<file path="src/rtl/pc_unit.sv">
// Program counter with BOOT/RUN/HALT sequencing, redirect priority and an
// optional return-address stack compiled in with `define PC_UNIT_RAS_EN.
module pc_unit #(
    parameter logic [15:0] RESET_VECTOR = 16'h0000,
    parameter logic [15:0] PC_INC       = 16'd2,
    parameter int          RAS_DEPTH    = 4
) (
    input  logic        clk,
    input  logic        rst,
    output logic [15:0] pc,
    output logic [15:0] pc_inc,
    input  logic [15:0] pc_plus_inc,
    input  logic        stall,
    input  logic        branch_taken,
    input  logic [15:0] branch_target,
    input  logic        jump,
    input  logic [15:0] jump_target,
    input  logic        call,
    input  logic        ret,
    input  logic        halt,
    output logic        fetch_valid,
    output logic        ras_ovf,
    output logic        ras_unf
);

    typedef enum logic [1:0] {
        BOOT,
        RUN,
        HALT
    } state_t;

    state_t      r_state;
    state_t      w_state_next;
    logic [15:0] r_pc;
    logic [15:0] w_pc_next;

`ifdef PC_UNIT_RAS_EN
    localparam int PTR_W = $clog2(RAS_DEPTH);
    localparam int CNT_W = $clog2(RAS_DEPTH + 1);

    logic [15:0]      r_stack [RAS_DEPTH];
    logic [PTR_W-1:0] r_wr_ptr;
    logic [CNT_W-1:0] r_count;
    logic             r_ovf;
    logic             r_unf;
    logic             w_push;
    logic             w_pop;
    logic             w_ras_empty;
    logic             w_ras_full;
    logic [15:0]      w_ras_top;

    assign w_ras_empty = (r_count == '0);
    assign w_ras_full  = (r_count == CNT_W'(RAS_DEPTH));
    assign w_ras_top   = r_stack[r_wr_ptr - PTR_W'(1)];

    // NOTE: the stack array has no reset; the empty count alone makes its contents unreachable.
    always_ff @(posedge clk) begin
        if (!rst && w_push) begin
            r_stack[r_wr_ptr] <= pc_plus_inc;
        end
    end

    // Circular buffer: a push when full lands on the oldest slot, so only the count saturates.
    always_ff @(posedge clk) begin
        if (rst) begin
            r_wr_ptr <= '0;
            r_count  <= '0;
            r_ovf    <= 1'b0;
            r_unf    <= 1'b0;
        end else if (w_push) begin
            r_wr_ptr <= r_wr_ptr + PTR_W'(1);
            if (w_ras_full) r_ovf   <= 1'b1;
            else            r_count <= r_count + CNT_W'(1);
        end else if (w_pop) begin
            if (w_ras_empty) begin
                r_unf <= 1'b1;
            end else begin
                r_wr_ptr <= r_wr_ptr - PTR_W'(1);
                r_count  <= r_count - CNT_W'(1);
            end
        end
    end

    assign ras_ovf = r_ovf;
    assign ras_unf = r_unf;
`else
    logic w_unused_ras_depth;
    assign w_unused_ras_depth = ^RAS_DEPTH;
    assign ras_ovf = 1'b0;
    assign ras_unf = 1'b0;
`endif

    // NOTE: every output of this block gets a default first so no path infers a latch.
    always_comb begin
        w_state_next = r_state;
        w_pc_next    = r_pc;
`ifdef PC_UNIT_RAS_EN
        w_push       = 1'b0;
        w_pop        = 1'b0;
`endif
        case (r_state)
            BOOT: w_state_next = RUN;
            RUN: begin
                if (halt) begin
                    w_state_next = HALT;
                end else if (ret) begin
`ifdef PC_UNIT_RAS_EN
                    w_pop     = 1'b1;
                    w_pc_next = w_ras_empty ? pc_plus_inc : w_ras_top;
`else
                    w_pc_next = jump_target;
`endif
                end else if (call) begin
`ifdef PC_UNIT_RAS_EN
                    w_push    = 1'b1;
`endif
                    w_pc_next = jump_target;
                end else if (jump) begin
                    w_pc_next = jump_target;
                end else if (branch_taken) begin
                    w_pc_next = branch_target;
                end else if (!stall) begin
                    w_pc_next = pc_plus_inc;
                end
            end
            default: w_state_next = HALT;
        endcase
    end

    // NOTE: state registers use non-blocking assignments so all updates see pre-edge values.
    always_ff @(posedge clk) begin
        if (rst) begin
            r_state <= BOOT;
            r_pc    <= RESET_VECTOR;
        end else begin
            r_state <= w_state_next;
            r_pc    <= w_pc_next;
        end
    end

    assign pc          = r_pc;
    assign pc_inc      = PC_INC;
    assign fetch_valid = (r_state == RUN);

endmodule

</file>
<file path="config.mk">
export PLATFORM = sky130hd
export DESIGN_NAME = pc_unit
export DESIGN_NICKNAME = d
export VERILOG_FILES = /design/src/rtl/pc_unit.sv
export SDC_FILE = /design/constraint.sdc
export NUM_CORES = 1
export LEC_CHECK = 0
export ABC_CLOCK_PERIOD_IN_PS = 1700
export BUFFER_PORTS_ARGS = -buffer_cell sky130_fd_sc_hd__buf_2
export CAP_MARGIN = 30
export CORE_UTILIZATION = 24
export CTS_BUF_LIST = sky130_fd_sc_hd__clkbuf_8
export DETAILED_ROUTE_END_ITERATION = 7
export SLEW_MARGIN = 20
export SYNTH_ARGS = -nofsm -noshare
export SYNTH_HDL_FRONTEND = slang
export SYNTH_SLANG_ARGS = --single-unit
</file>
<file path="constraint.sdc">
create_clock -name clk -period 1.7 [get_ports clk]
set_input_delay 0.255 -clock clk [delete_from_list [all_inputs] [get_ports clk]]
set_output_delay 0.255 -clock clk [all_outputs]
set_load 0.02 [all_outputs]
</file>
==> flow_summary.yaml, run 1 <==
cts:
  post_cts_buffers: 0
  cts_root_buf: "clkbuf_8"
  htreeDepth: 1
  numCtsBuffers: 3
  cts_tree: "yes"
  path_clk_slew_ns: 0.07
  cts_sinks: 18
  clockBufferDepth: 2
  post_cts_resized: 0
  hold_buffers: 0
  clk_latency_ns: 0.25
critical_path:
  rr_worst_depth: 3
  path_buf_inv: 0
  cp_data_required_time_ns: 1.88
  reg2reg_to: "pc[12]"
  rr_startpoint: "r_state[1]"
  worst_path_max_delay_cell: "a211o_4"
  crit_cells: 3
  path_cells: "or3b_1 -> a211o_4 -> o211ai_1"
  critPathLaunchType: "flip-flop"
  ff2ff_setup_slack_ns: 0.27
  critPathMaxFanout: 16
  arrival_ns: 1.61
  crit_family: "compound AO/OA/AOI/OAI gates"
  path_class: "reg2reg"
  crit_path_end_kind: "flip-flop"
  cp_slowest_stage_delay_ns: 0.43
routing:
  drc: 0
  wirelength_um: 3450
  viasPerCell: 4.37
  drtPass1Iterations: 4
  dr.first_iter.drc_count: 53
  vias: 1285
  drtAntennaViolNets: 0
  wl_per_cell_um: 11.7
sta:
  hold_violations: 0
  setup_viol: 0
  min_period_over_period_pct: 84.3
  setup_slack_ns: 0.267
  worst_clock_skew_ns: 0.00252
  tns_ns: 0
  fmax_mhz: 698
  period_needed_ns: 1.43
  drv_slew: 0
  rsz0062_at_grt: "no"
  hold-worst-slack_ns: 0.259
place:
  io_buffers: 72
  hpwl_um: 2620
  place_ws_ns: 0.228
  placed_area_mm2: 0.00176
  gp_congestion: 0.631
  placedCellCount: 290
floorplan:
  fp.dieW_um: 77.8
  start_util_pct: 25.0
  fp-row-count: 27
  dieArea_mm2: 0.00605
  fp.coreArea_mm2: 0.00551
  die_height_um: 77.8
  io_pins: 91
final_layout:
  synthToLayoutAreaGrowth_pct: 31.8
  finalInstanceArea_mm2: 0.00182
  layoutNonFillerInstCount: 294
  nFillCells: 592
  antenna_cells: 0
  nets: 279
  drive_above_1_share_pct: 50.0
global_routing:
  grt_pass1_vias: 1168
  grt_pass1_wl_um: 5490
  grt_max_degree: 34
  antenna_found_initial: 0
  grt_use_total_pct: 11.7
  gr-total-overflow: 0
synth:
  synth_seq_area_share_pct: 26.2
  yosys_warnings: 0
  synthCells: 153
  syn_area_mm2: 0.00138
  synth_cell_types: 20
  synth-seq-cells: 18
  syn_avg_cell_area_um2: 9.00
hold_path:
  worstHoldPathCells: 3
  min-delay-start: "halt"
  min_to: "r_state[1]"
  hold_path.class: "in2reg"
pwr:
  p_leak_nw: 0.842
  peakVddDrop_v: 0.000233
  p_per_area_mw_per_mm2: 626
status:
  status: "finished clean"
job:
  drv_cap: 0
[state kept, by name (all words and copies together), names as in the netlist]
signal / count
pc: 16
r_state: 2
[metal layers]
metal | GRT usage [%] | routed length (um) | vias up | share of wire [%]
li1 | - | - | 637 | -
met4 | 3.77 | 23 | 0 | 0.67
met2 | 18.4 | 1570 | 60 | 45
met1 | 15.2 | 1580 | 586 | 46
met3 | 3.41 | 288 | 2 | 8.3
met5 | 0 | 0 | - | 0
[per-stage QoR]
step	total power, mW	utilization [%]
after floorplan	0.703	-
after global placement	0.788	32.0
after detailed placement	0.793	32.0
after CTS	1.16	33.0
after global routing	1.20	33.0
final	1.14	33.0
[worst max path at each step]
stage                     startpoint      to
after floorplan           r_state[1]  pc[10]
after global placement          halt  pc[14]
after detailed placement        halt  pc[13]
after CTS                 r_state[1]  pc[12]
after global routing      r_state[0]   pc[0]
final                     r_state[1]  pc[12]
[layout by cell type (no fill, tap or decap)]
cell type  Yosys  layout
buf_12         0       1
mux2i_1       16      16
or3b_1         1       1
clkbuf_8       0       4
a21oi_1        1       1
and2b_1        1       1
conb_1         2      18
dfxtp_1       18      18
nor2_1         1       1
nor3_4         0       1
nand2_1       16      16
nand3_1       16      16
o211ai_1       6       6
a211o_4        1       1
mux2_2        16      16
buf_2          2      72
o211ai_2      10      10
buf_4         18       5
nor2b_2        0       1
nor2b_1       18      17
[Yosys cell counts (all sizes together)]
library cell,n,area share (%)
o211ai,16,12
conb,2,0.55
nand2,16,4.4
buf,23,12
dfxtp,18,26
nor2,1,0.27
a211o,1,1.3
a21oi,1,0.36
mux2,16,13
nor2b,18,8.2
nand3,16,5.8
nor3,1,0.73
mux2i,16,12
and2b,1,0.55
or3b,1,0.64
clkbuf,6,1.6
[power breakdown]
part / switching [mW] / internal, mW
clock: 0.151 / 0.206
sequential: 0.0110 / 0.446
combinational: 0.177 / 0.145
[cell type report]
cell class	count	area, um2	share of cell area, %
clock buffer	4	55.1	3.03
multi-input combinational	122	892	49.1
sequential	18	360	19.8
tap	72	90.1	4.96
timing repair buffer	78	418	23.0
[worst reg2reg max path, delay by kind of cell, from the launching register on]
kind               cells  cell delay (ns)
AOI/OAI and AO/OA      2             0.64
DFF                    1             0.31
and+or+nand+nor        1             0.40
[cell families (layout without fill, tap and decap cells)]
| family | after synthesis | count (layout) | synth area share (%) |
|---|---|---|---|
| and+or+nand+nor | 54 | 54 | 20.5 |
| muxes | 32 | 32 | 24.7 |
| buffers and inverters | 29 | 82 | 14.1 |
| AOI/OAI and AO/OA | 18 | 18 | 14.0 |
| DFF | 18 | 18 | 26.2 |
| other | 2 | 18 | 0.545 |
No activity file was read; power rests on OpenSTA's default activity.
==> run 2: changes to the inputs <==
Settings changed: ABC_CLOCK_PERIOD_IN_PS 1700 to 1320.
Clock period 1.7 ns to 1.32 ns, I/O delays scaled along.
==> run 2 against run 1 <==
  * Sequential share of layout area down 0.23 points
  * Flip-flop and latch count unchanged
  * Global-route usage up 0.75 points
  * Count of clock-buffer cells in the layout down 1
  * Non-clock buffer count up 3
  * Combinational power up 34%
  * Fmax up 8.6%
  * Die area unchanged
  * Cell area up 1.5%
  * Wire length up 3.0%
  * Total power up 23%
  * Clock power up 6.2%
  * Critical path type unchanged
  * Largest power group unchanged
  * Highest routed layer unchanged
==> flow_summary.yaml, run 2 (synthesis gave the netlist of run 1 again) <==
sta:
  min_period_over_period_pct: 100
  setup_viol: 0
  hold-worst-slack_ns: 0.213
  setup_slack_ns: 0.0000359
  worst_clock_skew_ns: 0.00107
  period_needed_ns: 1.32
  rsz0062_at_grt: "yes"
  drv_slew: 0
  tns_ns: 0
  hold_violations: 0
  fmax_mhz: 758
final_layout:
  nets: 283
  final_cell_mix: "buf_2, nor2b_1, conb_1"
  antenna_cells: 0
  final_common_cell: "buf_2"
  largest_register_ff_count: 16
  synthToLayoutAreaGrowth_pct: 33.8
  drive_above_1_share_pct: 51.1
pwr:
  p_int_mw: 0.974
  switchingPower_mw: 0.424
  peakVddDrop_v: 0.000252
  p_leak_nw: 0.860
  p_comb_share_pct: 30.8
  sequentialPowerShare_pct: 42.1
  swShare_pct: 30.3
  p_per_area_mw_per_mm2: 759
  clock_power_share_pct: 27.1
critical_path:
  rr_startpoint: "r_state[0]"
  reg2reg_to: "pc[14]"
  crit_path_end_kind: "flip-flop"
  cp_data_required_time_ns: 1.49
  ff2ff_setup_slack_ns: 0.00004
  critPathMaxFanout: 8
  path_class: "reg2reg"
  critPathLaunchType: "flip-flop"
  arrival_ns: 1.49
  rr_worst_depth: 3
routing:
  dr.first_iter.drc_count: 54
  drtAntennaViolNets: 0
  wirelength_um: 3560
  viasPerCell: 4.23
  wl_per_cell_um: 12.0
  vias: 1255
  drc: 0
  drtPass1Iterations: 4
cts:
  htreeDepth: 1
  path_clk_slew_ns: 0.07
  cts_sinks: 18
  cts_tree: "yes"
  clk_latency_ns: 0.25
  clockBufferDepth: 2
  hold_buffers: 0
  cts_root_buf: "clkbuf_8"
  numCtsBuffers: 3
  post_cts_buffers: 0
floorplan:
  fp-row-count: 27
  dieArea_mm2: 0.00605
  fp.dieW_um: 77.8
  io_pins: 91
  die_height_um: 77.8
  fp.coreArea_mm2: 0.00551
  start_util_pct: 25.0
global_routing:
  grt_pass1_vias: 1198
  grt_max_degree: 19
  grt_pass1_wl_um: 6000
  gr-total-overflow: 0
  grt_use_total_pct: 12.4
  antenna_found_initial: 0
status:
  status: "finished clean"
hold_path:
  min_to: "r_state[1]"
  worstHoldPathCells: 3
  hold_path.class: "in2reg"
  min-delay-start: "halt"
place:
  io_buffers: 72
  gp_congestion: 0.672
  hpwl_um: 2590
  place_ws_ns: -0.0549
job:
  drv_cap: 0
[run 2: changes by cell type in the layout (fill, tap and decap cells not counted)]
| cell | before | now |
|---|---|---|
| buf_4 | 5 | 8 |
| nor2b_1 | 17 | 18 |
| or3b_1 | 1 | 0 |
| or3b_4 | 0 | 1 |
| nor2b_2 | 1 | 0 |
| clkbuf_8 | 4 | 3 |
| a211o_4 | 1 | 2 |
| dfxtp_1 | 18 | 17 |
| dfxtp_2 | 0 | 1 |
[run 2: per-stage QoR]
step / util (%) / cells / power (mW) / instance area, um2
2_1_floorplan: - / 169 / 0.906 / 1440
3_3_place_gp: 32.4 / 293 / 1.02 / 1780
3_5_place_dp: 32.4 / 293 / 1.03 / 1780
4_1_cts: 33.5 / 297 / 1.43 / 1840
5_1_grt: 33.5 / 297 / 1.50 / 1840
6_report: 33.5 / 297 / 1.40 / 1840
[run 2: how the worst max path moves through the flow]
| stage | startpoint | endpoint | slack, ns | depth (start not counted) |
|---|---|---|---|---|
| after floorplan | r_state[0] | pc[2] | -0.10 | 5 |
| after global placement | halt | pc[15] | -0.03 | 4 |
| after detailed placement | halt | pc[14] | -0.05 | 4 |
| after CTS | r_state[0] | pc[14] | 0.004 | 3 |
| after global routing | r_state[0] | pc[0] | -0.06 | 3 |
| final | r_state[0] | pc[14] | 0.00004 | 3 |
[run 2: metal layers]
layer | GRT usage (%) | vias to the layer above | routed length [um]
met1 | 15.5 | 575 | 1590
li1 | - | 643 | -
met4 | 2.26 | 0 | 18
met3 | 2.12 | 2 | 148
met2 | 22.3 | 35 | 1800
met5 | 0 | - | 0
[run 2: what timing repair did]
item                       CTS  global route
pin swaps                    0             3
gates cloned                 1             0
resized for setup            2             0
setup endpoints to repair   11            16
[run 2: area by class of cell]
type | instances | area [um2]
multi-input cells | 123 | 910
flip-flops and latches | 18 | 362
repair buffers | 81 | 440
fillers | 614 | 3660
clock buffers | 3 | 41.3
well taps | 72 | 90.1
[run 2: power by group through the flow]
stage                     clock network [mW]  registers [mW]  logic [mW]
after floorplan                            0           0.633       0.272
after global placement                     0           0.600       0.424
after detailed placement                   0           0.600       0.428
after CTS                              0.398           0.588       0.439
after global routing                   0.432           0.592       0.472
final                                  0.379           0.589       0.431
[run 2: critical path, stage by stage, from the launching register on]
cell and delay (ns):
dfxtp_2 0.32, or3b_4 0.40, a211o_4 0.34, o211ai_1 0.18
